<file path="src/rtl/regfile_pkg.sv">
// Shared regfile write-arbiter constants, FSM state encoding and grant encoding.
// Pure declarations: no latency, no backpressure.
package regfile_pkg;

   localparam int DATA_WIDTH = 32;
   localparam int ADDR_WIDTH = 5;
   localparam int NUM_REGS   = 32;

   typedef enum logic {
      IDLE  = 1'b0,
      CLEAR = 1'b1
   } state_t;

   typedef enum logic {
      GRANT_A = 1'b0,
      GRANT_B = 1'b1
   } grant_t;

endpackage

</file>
<file path="src/rtl/rr_arbiter2.sv">
// Two-input round-robin grant, purely combinational; grants are one-hot or zero.
// On contention the requester that did not win last time is granted.
module rr_arbiter2
   import regfile_pkg::*;
(
   input  logic i_vld_a,
   input  logic i_vld_b,
   input  logic i_last_grant,
   output logic o_grant_a,
   output logic o_grant_b
);

   logic w_prefer_a;

   assign w_prefer_a = (i_last_grant == GRANT_B);
   assign o_grant_a  = i_vld_a && (!i_vld_b || w_prefer_a);
   assign o_grant_b  = i_vld_b && (!i_vld_a || !w_prefer_a);

endmodule

</file>
<file path="src/rtl/regfile_write_arbiter.sv">
// Round-robin share of the regfile write port between A and B, plus a clear walk of regs 1..NUM_REGS-1.
// Accept at edge N drives RegWrite in cycle N..N+1; optional REGWRITE_FWD_EN adds read-port forwarding.
module regfile_write_arbiter #(
   parameter int DATA_WIDTH = regfile_pkg::DATA_WIDTH,
   parameter int ADDR_WIDTH = regfile_pkg::ADDR_WIDTH,
   parameter int NUM_REGS   = regfile_pkg::NUM_REGS
) (
   input  logic                  Clk,
   input  logic                  Reset,
   input  logic                  ReqValidA,
   input  logic [ADDR_WIDTH-1:0] ReqRegisterA,
   input  logic [DATA_WIDTH-1:0] ReqDataA,
   output logic                  ReqReadyA,
   input  logic                  ReqValidB,
   input  logic [ADDR_WIDTH-1:0] ReqRegisterB,
   input  logic [DATA_WIDTH-1:0] ReqDataB,
   output logic                  ReqReadyB,
   input  logic                  Clear,
   output logic                  Busy,
   output logic [ADDR_WIDTH-1:0] WriteRegister,
   output logic [DATA_WIDTH-1:0] WriteData,
   output logic                  RegWrite
`ifdef REGWRITE_FWD_EN
   ,
   input  logic [ADDR_WIDTH-1:0] ReadRegister1,
   input  logic [ADDR_WIDTH-1:0] ReadRegister2,
   input  logic [DATA_WIDTH-1:0] ReadData1,
   input  logic [DATA_WIDTH-1:0] ReadData2,
   output logic [DATA_WIDTH-1:0] FwdData1,
   output logic [DATA_WIDTH-1:0] FwdData2
`endif
);
   import regfile_pkg::*;

   state_t                r_state;
   grant_t                r_last_grant;
   logic                  r_busy;
   logic                  r_reg_write;
   logic [ADDR_WIDTH-1:0] r_write_register;
   logic [DATA_WIDTH-1:0] r_write_data;

   state_t                w_state_nxt;
   grant_t                w_last_grant_nxt;
   logic                  w_busy_nxt;
   logic                  w_reg_write_nxt;
   logic [ADDR_WIDTH-1:0] w_write_register_nxt;
   logic [DATA_WIDTH-1:0] w_write_data_nxt;
   logic                  w_grant_a;
   logic                  w_grant_b;
   logic                  w_ready_a;
   logic                  w_ready_b;

   rr_arbiter2 u_rr_arbiter2 (
      .i_vld_a      (ReqValidA),
      .i_vld_b      (ReqValidB),
      .i_last_grant (r_last_grant),
      .o_grant_a    (w_grant_a),
      .o_grant_b    (w_grant_b)
   );

   always_comb begin
      w_state_nxt          = r_state;
      w_last_grant_nxt     = r_last_grant;
      w_busy_nxt           = r_busy;
      w_reg_write_nxt      = 1'b0;
      w_write_register_nxt = r_write_register;
      w_write_data_nxt     = r_write_data;
      w_ready_a            = 1'b0;
      w_ready_b            = 1'b0;
      case (r_state)
         IDLE: begin
            if (Clear) begin
               w_state_nxt          = CLEAR;
               w_busy_nxt           = 1'b1;
               w_write_register_nxt = ADDR_WIDTH'(1);
               w_write_data_nxt     = '0;
               w_reg_write_nxt      = 1'b1;
            end else begin
               w_ready_a = w_grant_a;
               w_ready_b = w_grant_b;
               // Register 0 is hardwired: the write is consumed but never reaches the regfile.
               if (w_grant_a) begin
                  w_write_register_nxt = ReqRegisterA;
                  w_write_data_nxt     = ReqDataA;
                  w_last_grant_nxt     = GRANT_A;
                  w_reg_write_nxt      = (ReqRegisterA != '0);
               end else if (w_grant_b) begin
                  w_write_register_nxt = ReqRegisterB;
                  w_write_data_nxt     = ReqDataB;
                  w_last_grant_nxt     = GRANT_B;
                  w_reg_write_nxt      = (ReqRegisterB != '0);
               end
            end
         end
         CLEAR: begin
            if (r_write_register == ADDR_WIDTH'(NUM_REGS - 1)) begin
               w_state_nxt     = IDLE;
               w_busy_nxt      = 1'b0;
               w_reg_write_nxt = 1'b0;
            end else begin
               w_write_register_nxt = r_write_register + ADDR_WIDTH'(1);
               w_write_data_nxt     = '0;
               w_reg_write_nxt      = 1'b1;
            end
         end
         default: begin
            w_state_nxt = IDLE;
         end
      endcase
   end

   always_ff @(posedge Clk) begin
      if (Reset) begin
         r_state          <= IDLE;
         r_last_grant     <= GRANT_B;
         r_busy           <= 1'b0;
         r_reg_write      <= 1'b0;
         r_write_register <= '0;
         r_write_data     <= '0;
      end else begin
         r_state          <= w_state_nxt;
         r_last_grant     <= w_last_grant_nxt;
         r_busy           <= w_busy_nxt;
         r_reg_write      <= w_reg_write_nxt;
         r_write_register <= w_write_register_nxt;
         r_write_data     <= w_write_data_nxt;
      end
   end

   assign ReqReadyA     = w_ready_a;
   assign ReqReadyB     = w_ready_b;
   assign Busy          = r_busy;
   assign RegWrite      = r_reg_write;
   assign WriteRegister = r_write_register;
   assign WriteData     = r_write_data;

`ifdef REGWRITE_FWD_EN
   // Covers the cycle where the regfile has not yet committed the pending write.
   assign FwdData1 = (r_reg_write && (r_write_register == ReadRegister1) && (ReadRegister1 != '0))
                     ? r_write_data : ReadData1;
   assign FwdData2 = (r_reg_write && (r_write_register == ReadRegister2) && (ReadRegister2 != '0))
                     ? r_write_data : ReadData2;
`endif

endmodule

</file>
<file path="config.mk">
export PLATFORM = sky130hd
export DESIGN_NAME = regfile_write_arbiter
export DESIGN_NICKNAME = d
export VERILOG_FILES = /design/src/rtl/regfile_pkg.sv /design/src/rtl/rr_arbiter2.sv /design/src/rtl/regfile_write_arbiter.sv
export SDC_FILE = /design/constraint.sdc
export NUM_CORES = 1
export LEC_CHECK = 0
export ABC_CLOCK_PERIOD_IN_PS = 5800
export BUFFER_PORTS_ARGS = -buffer_cell sky130_fd_sc_hd__buf_2
export CAP_MARGIN = 20
export CORE_ASPECT_RATIO = 0.7
export CORE_UTILIZATION = 43
export CTS_CLUSTER_DIAMETER = 80
export CTS_CLUSTER_SIZE = 8
export DETAILED_ROUTE_END_ITERATION = 8
export PLACE_DENSITY = 0.77
export SYNTH_ARGS = -nofsm -noshare
export SYNTH_HDL_FRONTEND = slang
export SYNTH_SLANG_ARGS = --single-unit
</file>
<file path="constraint.sdc">
create_clock -name Clk -period 5.8 [get_ports Clk]
set_clock_uncertainty 0.2 [all_clocks]
set_input_delay 0.58 -clock Clk [delete_from_list [all_inputs] [get_ports Clk]]
set_output_delay 0.58 -clock Clk [all_outputs]
set_load 0.03 [all_outputs]
</file>
==> results.py, run 1 <==
metrics = {
    "floorplanning": {
        "ios": 120,
        "initial_core_util_pct": 46.0,
        "fp-row-count": 21,
        "fp.dieH_um": 62.5,
        "core-area_um2": 4890,
        "die-area_um2": 5520,
        "dieWidth_um": 88.4,
    },
    "grt": {
        "antenna_found_initial": 0,
        "grt_first_pass_wirelength_mm": 9.40,
        "overflow": 0,
        "grt_start_max_net_pins": 80,
        "globalRouteTotalUtil_pct": 21.1,
        "grt_pass1_vias": 2079,
    },
    "synth": {
        "syn_area_um2": 2250,
        "synth-compound-area-share_pct": 33.6,
        "synth_xor_area_share_pct": 0,
        "synthMuxAreaShare_pct": 0,
        "avgSynthCellArea_um2": 7.74,
        "ys.warnings.count": 0,
        "ys_seq_elements": 41,
        "synth_cell_type_count": 32,
        "syn_inst": 290,
        "synth_simple_gate_area_share_pct": 22.2,
        "synth_adder_area_share_pct": 1.11,
        "synth_top_family_by_area": "compound AO/OA/AOI/OAI gates",
        "ys_seq_area_share_pct": 36.5,
        "syn_nets": 371,
    },
    "worst_setup_path": {
        "worstSetupEndpointType": "register",
        "rr_endpoint": "WriteRegister[2]",
        "critPathKind": "in2reg",
        "crit_path_top_delay_cell": "o21a_1",
        "critPathMaxStageDelay_ns": 0.90,
        "critPathLaunch": "ReqValidA",
        "worstSetupStartpointType": "input port",
        "r2r_start": "WriteRegister[0]",
        "worstRegToRegCells": 8,
        "crit_required_ns": 5.81,
        "regToRegSetupSlack_ns": 3.51,
        "worstPathArrival_ns": 2.49,
        "path_cells": "buf_2 -> buf_4 -> o21a_1 -> o21ai_0 -> a21oi_1",
        "cp_max_fo": 79,
    },
    "placed_design": {
        "post-place-ws_ns": 2.99,
        "place_congestion": 0.837,
        "place_hpwl_mm": 4.11,
        "portBuffers": 119,
    },
    "power_and_ir_drop": {
        "cellPowerDensity_nw_per_um2": 217,
        "swShare_pct": 29.6,
        "power_uw": 635,
        "internal_power_uw": 447,
        "p_leak_nw": 1.41,
        "p_seq_share_pct": 47.9,
        "clock_power_share_pct": 30.8,
        "p_comb_share_pct": 21.3,
        "ir_drop_uv": 131,
        "power_switching_uw": 188,
    },
    "cells_and_area": {
        "diodes": 0,
        "syn2layout_area_growth_pct": 30.3,
        "nets": 471,
        "mostFrequentLayoutCells": "buf_2, dfxtp_1, and3_1, nand2_1, a21boi_0",
        "layout-drive-gt1-share_pct": 34.5,
        "fin_util_pct": 59.9,
        "final_common_cell": "buf_2",
    },
    "routing": {
        "vias": 2411,
        "vias_per_cell": 5.24,
        "final_antenna_net_count": 0,
        "drc_errors": 0,
        "drtIter0Drc": 84,
        "drt_pre_antenna_iters": 4,
        "avgRoutedWirePerCell_um": 13.0,
        "wirelength_mm": 6.00,
    },
    "sta": {
        "fin_setup_tns_ns": 0,
        "setup_violations": 0,
        "rsz0062_at_grt": "false",
        "relSlewSlack_pct": 32.2,
        "worst_slew_pin_slew_ns": 1.02,
        "min_period_ns": 2.48,
        "setup_slack_ns": 3.32,
        "finalCritPeriodShare_pct": 42.7,
        "finalHoldViolCount": 0,
        "slew_violations": 0,
        "fmax_mhz": 404,
    },
    "clock_tree": {
        "clk_latency_ns": 0.29,
        "postCtsHoldBufs": 0,
        "cts_root_buffer": "clkbuf_8",
        "numCtsBuffers": 5,
        "htree_levels": 2,
        "clock-sinks": 41,
        "clk_pin_slew_worst_paths_ns": 0.08,
        "cts_resized": 0,
        "post_cts_buffers": 0,
        "ctsLongestPathBuffers": 2,
        "cts_tree": "built",
    },
    "hold_path": {
        "min_from": "WriteData[29]",
        "hold_path_class": "reg2reg",
        "whs_path_depth": 2,
        "min_to": "WriteData[29]",
    },
    "job": {
        "cap_violations": 0,
    },
    "run_status": {
        "status": "finished clean",
    },
}
-- metal layers --
metal | vias to the layer above | global-route usage (%) | wire, µm
met4 | 0 | 5.04 | 41
met2 | 96 | 33.0 | 2600
met3 | 6 | 5.02 | 480
li1 | 1235 | - | -
met1 | 1074 | 29.2 | 2880
met5 | - | 0 | 0
-- worst max-delay path, delay by kind of cell --
kind | cells | cell delay (ns)
AO/OA/AOI/OAI | 3 | 1.34
buffers and inverters | 2 | 0.55
-- layout make-up --
class | count | area (µm²)
Timing Repair Buffer | 122 | 631
Tap cell | 69 | 86.3
Sequential cell | 41 | 821
Fill cell | 465 | 1960
Multi-Input combinational cell | 217 | 1280
Inverter | 3 | 11.3
Clock buffer | 6 | 82.6
Clock inverter | 2 | 13.8
-- metrics by stage --
stage / area (µm²) / hold WS [ns] / instances
after floorplan: 2250 / 0.250 / 290
after global placement: 2810 / 0.238 / 451
after detailed placement: 2810 / 0.242 / 451
after CTS: 2910 / 0.251 / 459
after global routing: 2930 / 0.273 / 460
final: 2930 / 0.251 / 460
-- power by group through the flow --
stage	Combinational (mW)	Sequential, mW	Clock [mW]
CTS	0.134	0.304	0.201
global route	0.148	0.306	0.214
finish	0.135	0.304	0.196
floorplan	0.0643	0.331	0
global placement	0.133	0.310	0
detailed placement	0.134	0.310	0
-- worst max path at each step --
stage	endpoint	slack, ns	cells after the start
2_1_floorplan	WriteRegister[2]	3.62	6
3_3_place_gp	WriteRegister[2]	3.04	5
3_5_place_dp	WriteData[6]	2.99	5
4_1_cts	ReqReadyA	3.04	4
5_1_grt	WriteData[8]	3.05	5
6_report	WriteData[6]	3.32	5
-- sequential cells by signal, summed over array words and instances (netlist names) --
name	cells
Busy	1
RegWrite	1
WriteData	32
WriteRegister	5
r_last_grant	1
r_state	1
-- cells in the mapped netlist, drive strengths merged --
| master | n | share of area, % |
|---|---|---|
| nand2b | 2 | 0.56 |
| nor2b | 3 | 0.84 |
| nand3 | 2 | 0.45 |
| inv | 3 | 0.50 |
| and3b | 1 | 0.39 |
| a21oi | 35 | 7.8 |
| nor2 | 3 | 0.84 |
| clkbuf | 23 | 3.9 |
| nor3 | 2 | 0.45 |
| o211ai | 3 | 1.0 |
| or3 | 1 | 0.28 |
| dfxtp | 41 | 37 |
| a211o | 1 | 0.39 |
| a21boi | 36 | 12 |
| nand2 | 36 | 6.0 |
| a31o | 1 | 0.39 |
| o21a | 1 | 0.33 |
| ha | 2 | 1.1 |
| a31oi | 2 | 0.56 |
| or4 | 2 | 0.67 |
| o41ai | 1 | 1.2 |
| a221oi | 2 | 0.78 |
| nor3b | 2 | 0.67 |
| buf | 6 | 2.2 |
| o21ai | 37 | 8.2 |
| and3 | 38 | 11 |
| or4b | 1 | 0.45 |
| o22ai | 3 | 0.84 |
-- cells by family (layout without fill, tap and decap cells) --
family / after synthesis / after routing
simple gates: 93 / 93
fa+ha+maj: 2 / 2
buf+inv: 32 / 133
compound gates: 122 / 122
flops: 41 / 41
No activity file was read; power rests on OpenSTA's default activity.
==> run 2, diff against run 1 <==
--- a/config.mk
+++ b/config.mk
@@ -5,7 +5,7 @@
 export SDC_FILE = /design/constraint.sdc
 export NUM_CORES = 1
 export LEC_CHECK = 0
-export ABC_CLOCK_PERIOD_IN_PS = 5800
+export ABC_CLOCK_PERIOD_IN_PS = 2500
 export BUFFER_PORTS_ARGS = -buffer_cell sky130_fd_sc_hd__buf_2
 export CAP_MARGIN = 20
 export CORE_ASPECT_RATIO = 0.7
==> constraint.sdc (replaced) <==
create_clock -name Clk -period 2.5 [get_ports Clk]
set_clock_uncertainty 0.2 [all_clocks]
set_input_delay 0.25 -clock Clk [delete_from_list [all_inputs] [get_ports Clk]]
set_output_delay 0.25 -clock Clk [all_outputs]
set_load 0.03 [all_outputs]
==> run 2 against run 1 <==
Global-route usage is 0.29 points higher. First-iteration DRC count is 43% higher. Sequential share of layout area is 0.52 points lower. Clock power grew to 2.7 times the previous value. Worst hold slack worse by 0.18 ns. Register-to-register slack worse by 3.2 ns. Sequential cell count stayed put. Combinational power is 140% higher. Final cell count is 0.65% higher. Critical endpoint is now WriteData[9]. Largest power group unchanged.
==> results.py, run 2 (synthesized netlist as in run 1, its figures left out) <==
metrics = {
    "run_status": {
        "status": "finished clean",
    },
    "grt": {
        "grt_first_pass_wirelength_mm": 9.47,
        "grt_start_max_net_pins": 63,
        "grt_pass1_vias": 2137,
        "antenna_found_initial": 0,
        "globalRouteTotalUtil_pct": 21.4,
        "overflow": 0,
    },
    "power_and_ir_drop": {
        "p_leak_nw": 1.43,
        "ir_drop_uv": 306,
        "cellPowerDensity_nw_per_um2": 525,
    },
    "routing": {
        "vias": 2416,
        "vias_per_cell": 5.22,
        "final_antenna_net_count": 0,
        "drc_errors": 0,
        "drtIter0Drc": 120,
        "wirelength_mm": 6.05,
        "avgRoutedWirePerCell_um": 13.1,
        "drt_pre_antenna_iters": 4,
    },
    "worst_setup_path": {
        "critPathTopFamily": "flip-flops",
        "crit_required_ns": 2.51,
        "worstPathArrival_ns": 2.21,
        "regToRegSetupSlack_ns": 0.29,
        "crit_path_top_delay_cell": "dfxtp_1",
        "cp_max_fo": 20,
        "worstSetupEndpointType": "register",
        "path_cells": "ha_1 -> and3_1 -> ha_1 -> nand2_1 -> o41ai_4 -> buf_4 -> nand2_1 -> a21oi_1",
        "path_buf_inv": 1,
        "worstSetupStartpointType": "register",
        "critPathKind": "reg2reg",
        "critPathMaxStageDelay_ns": 0.41,
    },
    "floorplanning": {
        "fp.dieH_um": 62.5,
        "initial_core_util_pct": 46.0,
        "fp-row-count": 21,
        "dieWidth_um": 88.4,
        "core-area_um2": 4890,
        "ios": 120,
        "die-area_um2": 5520,
    },
    "placed_design": {
        "place_hpwl_mm": 4.38,
        "portBuffers": 119,
        "placed_cell_area_um2": 2860,
        "place_congestion": 0.863,
    },
    "clock_tree": {
        "clk_pin_slew_worst_paths_ns": 0.07,
        "cts_resized": 0,
        "cts_tree": "built",
        "post_cts_buffers": 0,
        "postCtsHoldBufs": 0,
        "numCtsBuffers": 5,
        "cts_root_buffer": "clkbuf_8",
        "htree_levels": 2,
        "clock-sinks": 41,
        "clk_latency_ns": 0.28,
        "ctsLongestPathBuffers": 2,
    },
    "cells_and_area": {
        "syn2layout_area_growth_pct": 32.7,
        "layout-drive-gt1-share_pct": 34.8,
        "fin_util_pct": 61.0,
        "final_common_cell": "buf_2",
        "largest_reg_flops": 32,
        "nets": 474,
        "mostFrequentLayoutCells": "buf_2, dfxtp_1, and3_1, nand2_1, a21boi_0",
        "stdcell_area_um2": 2980,
        "diodes": 0,
    },
    "sta": {
        "setup_violations": 0,
        "slew_violations": 0,
        "fin_setup_tns_ns": 0,
        "finalHoldViolCount": 0,
        "finalCritPeriodShare_pct": 88.3,
        "relSlewSlack_pct": 38.6,
        "worst_slew_pin_slew_ns": 0.917,
        "min_period_ns": 2.21,
        "rsz0062_at_grt": "false",
        "fmax_mhz": 453,
    },
    "job": {
        "cap_violations": 0,
    },
    "hold_path": {
        "hold_path_class": "in2reg",
    },
}
-- run 2: cell count changes in the layout (fill, tap and decap cells not counted) --
cell | previous run | this run
clkinv_2 | 1 | 0
bufinv_16 | 0 | 1
buf_12 | 1 | 2
clkbuf_1 | 0 | 1
buf_4 | 2 | 4
clkinv_4 | 1 | 0
-- run 2: power breakdown --
part / switching (mW) / leakage (nW) / internal (mW)
clock network: 0.211 / 0.0585 / 0.325
logic: 0.187 / 1.04 / 0.137
registers: 0.0196 / 0.335 / 0.683
total: 0.418 / 1.43 / 1.15
-- run 2: path summary, 6_finish.rpt --
check | start | endpoint | cells after the start
setup / recovery | WriteRegister[0] | WriteData[9] | 8
hold reg to reg | WriteData[12] | WriteData[12] | 2
hold / removal | ReqRegisterB[0] | WriteRegister[0] | 3
setup reg to reg | WriteRegister[0] | WriteData[9] | 8
-- run 2: cell type report --
cell class,count,area (µm²)
fillers,452,1910
multi-input cells,217,1280
flip-flops and latches,41,821
repair buffers,125,666
clock buffers,7,86.3
well taps,69,86.3
clock inverters,1,30.0
inverters,3,11.3
-- run 2: routing by layer --
metal	routed length, µm	vias up	GRT usage, %
met2	2780	87	36.8
li1	-	1245	-
met5	0	-	0
met1	2740	1082	26.0
met4	13	0	4.44
met3	518	2	6.61
-- run 2: through the flow --
stage / hold WS [ns] / setup WS (ns) / std cells / power, mW
after floorplan: 0.230 / 0.318 / 290 / 0.918
after global placement: 0.234 / 0.371 / 455 / 1.03
after detailed placement: 0.245 / 0.282 / 455 / 1.04
after CTS: 0.0678 / 0.277 / 463 / 1.58
after global routing: 0.0809 / 0.114 / 463 / 1.65
final: 0.0727 / 0.293 / 463 / 1.56
-- run 2: worst min-delay path: cells and delay by family --
kind	cells	cell delay (ns)
AO/OA/AOI/OAI	2	0.17
buffers and inverters	1	0.08
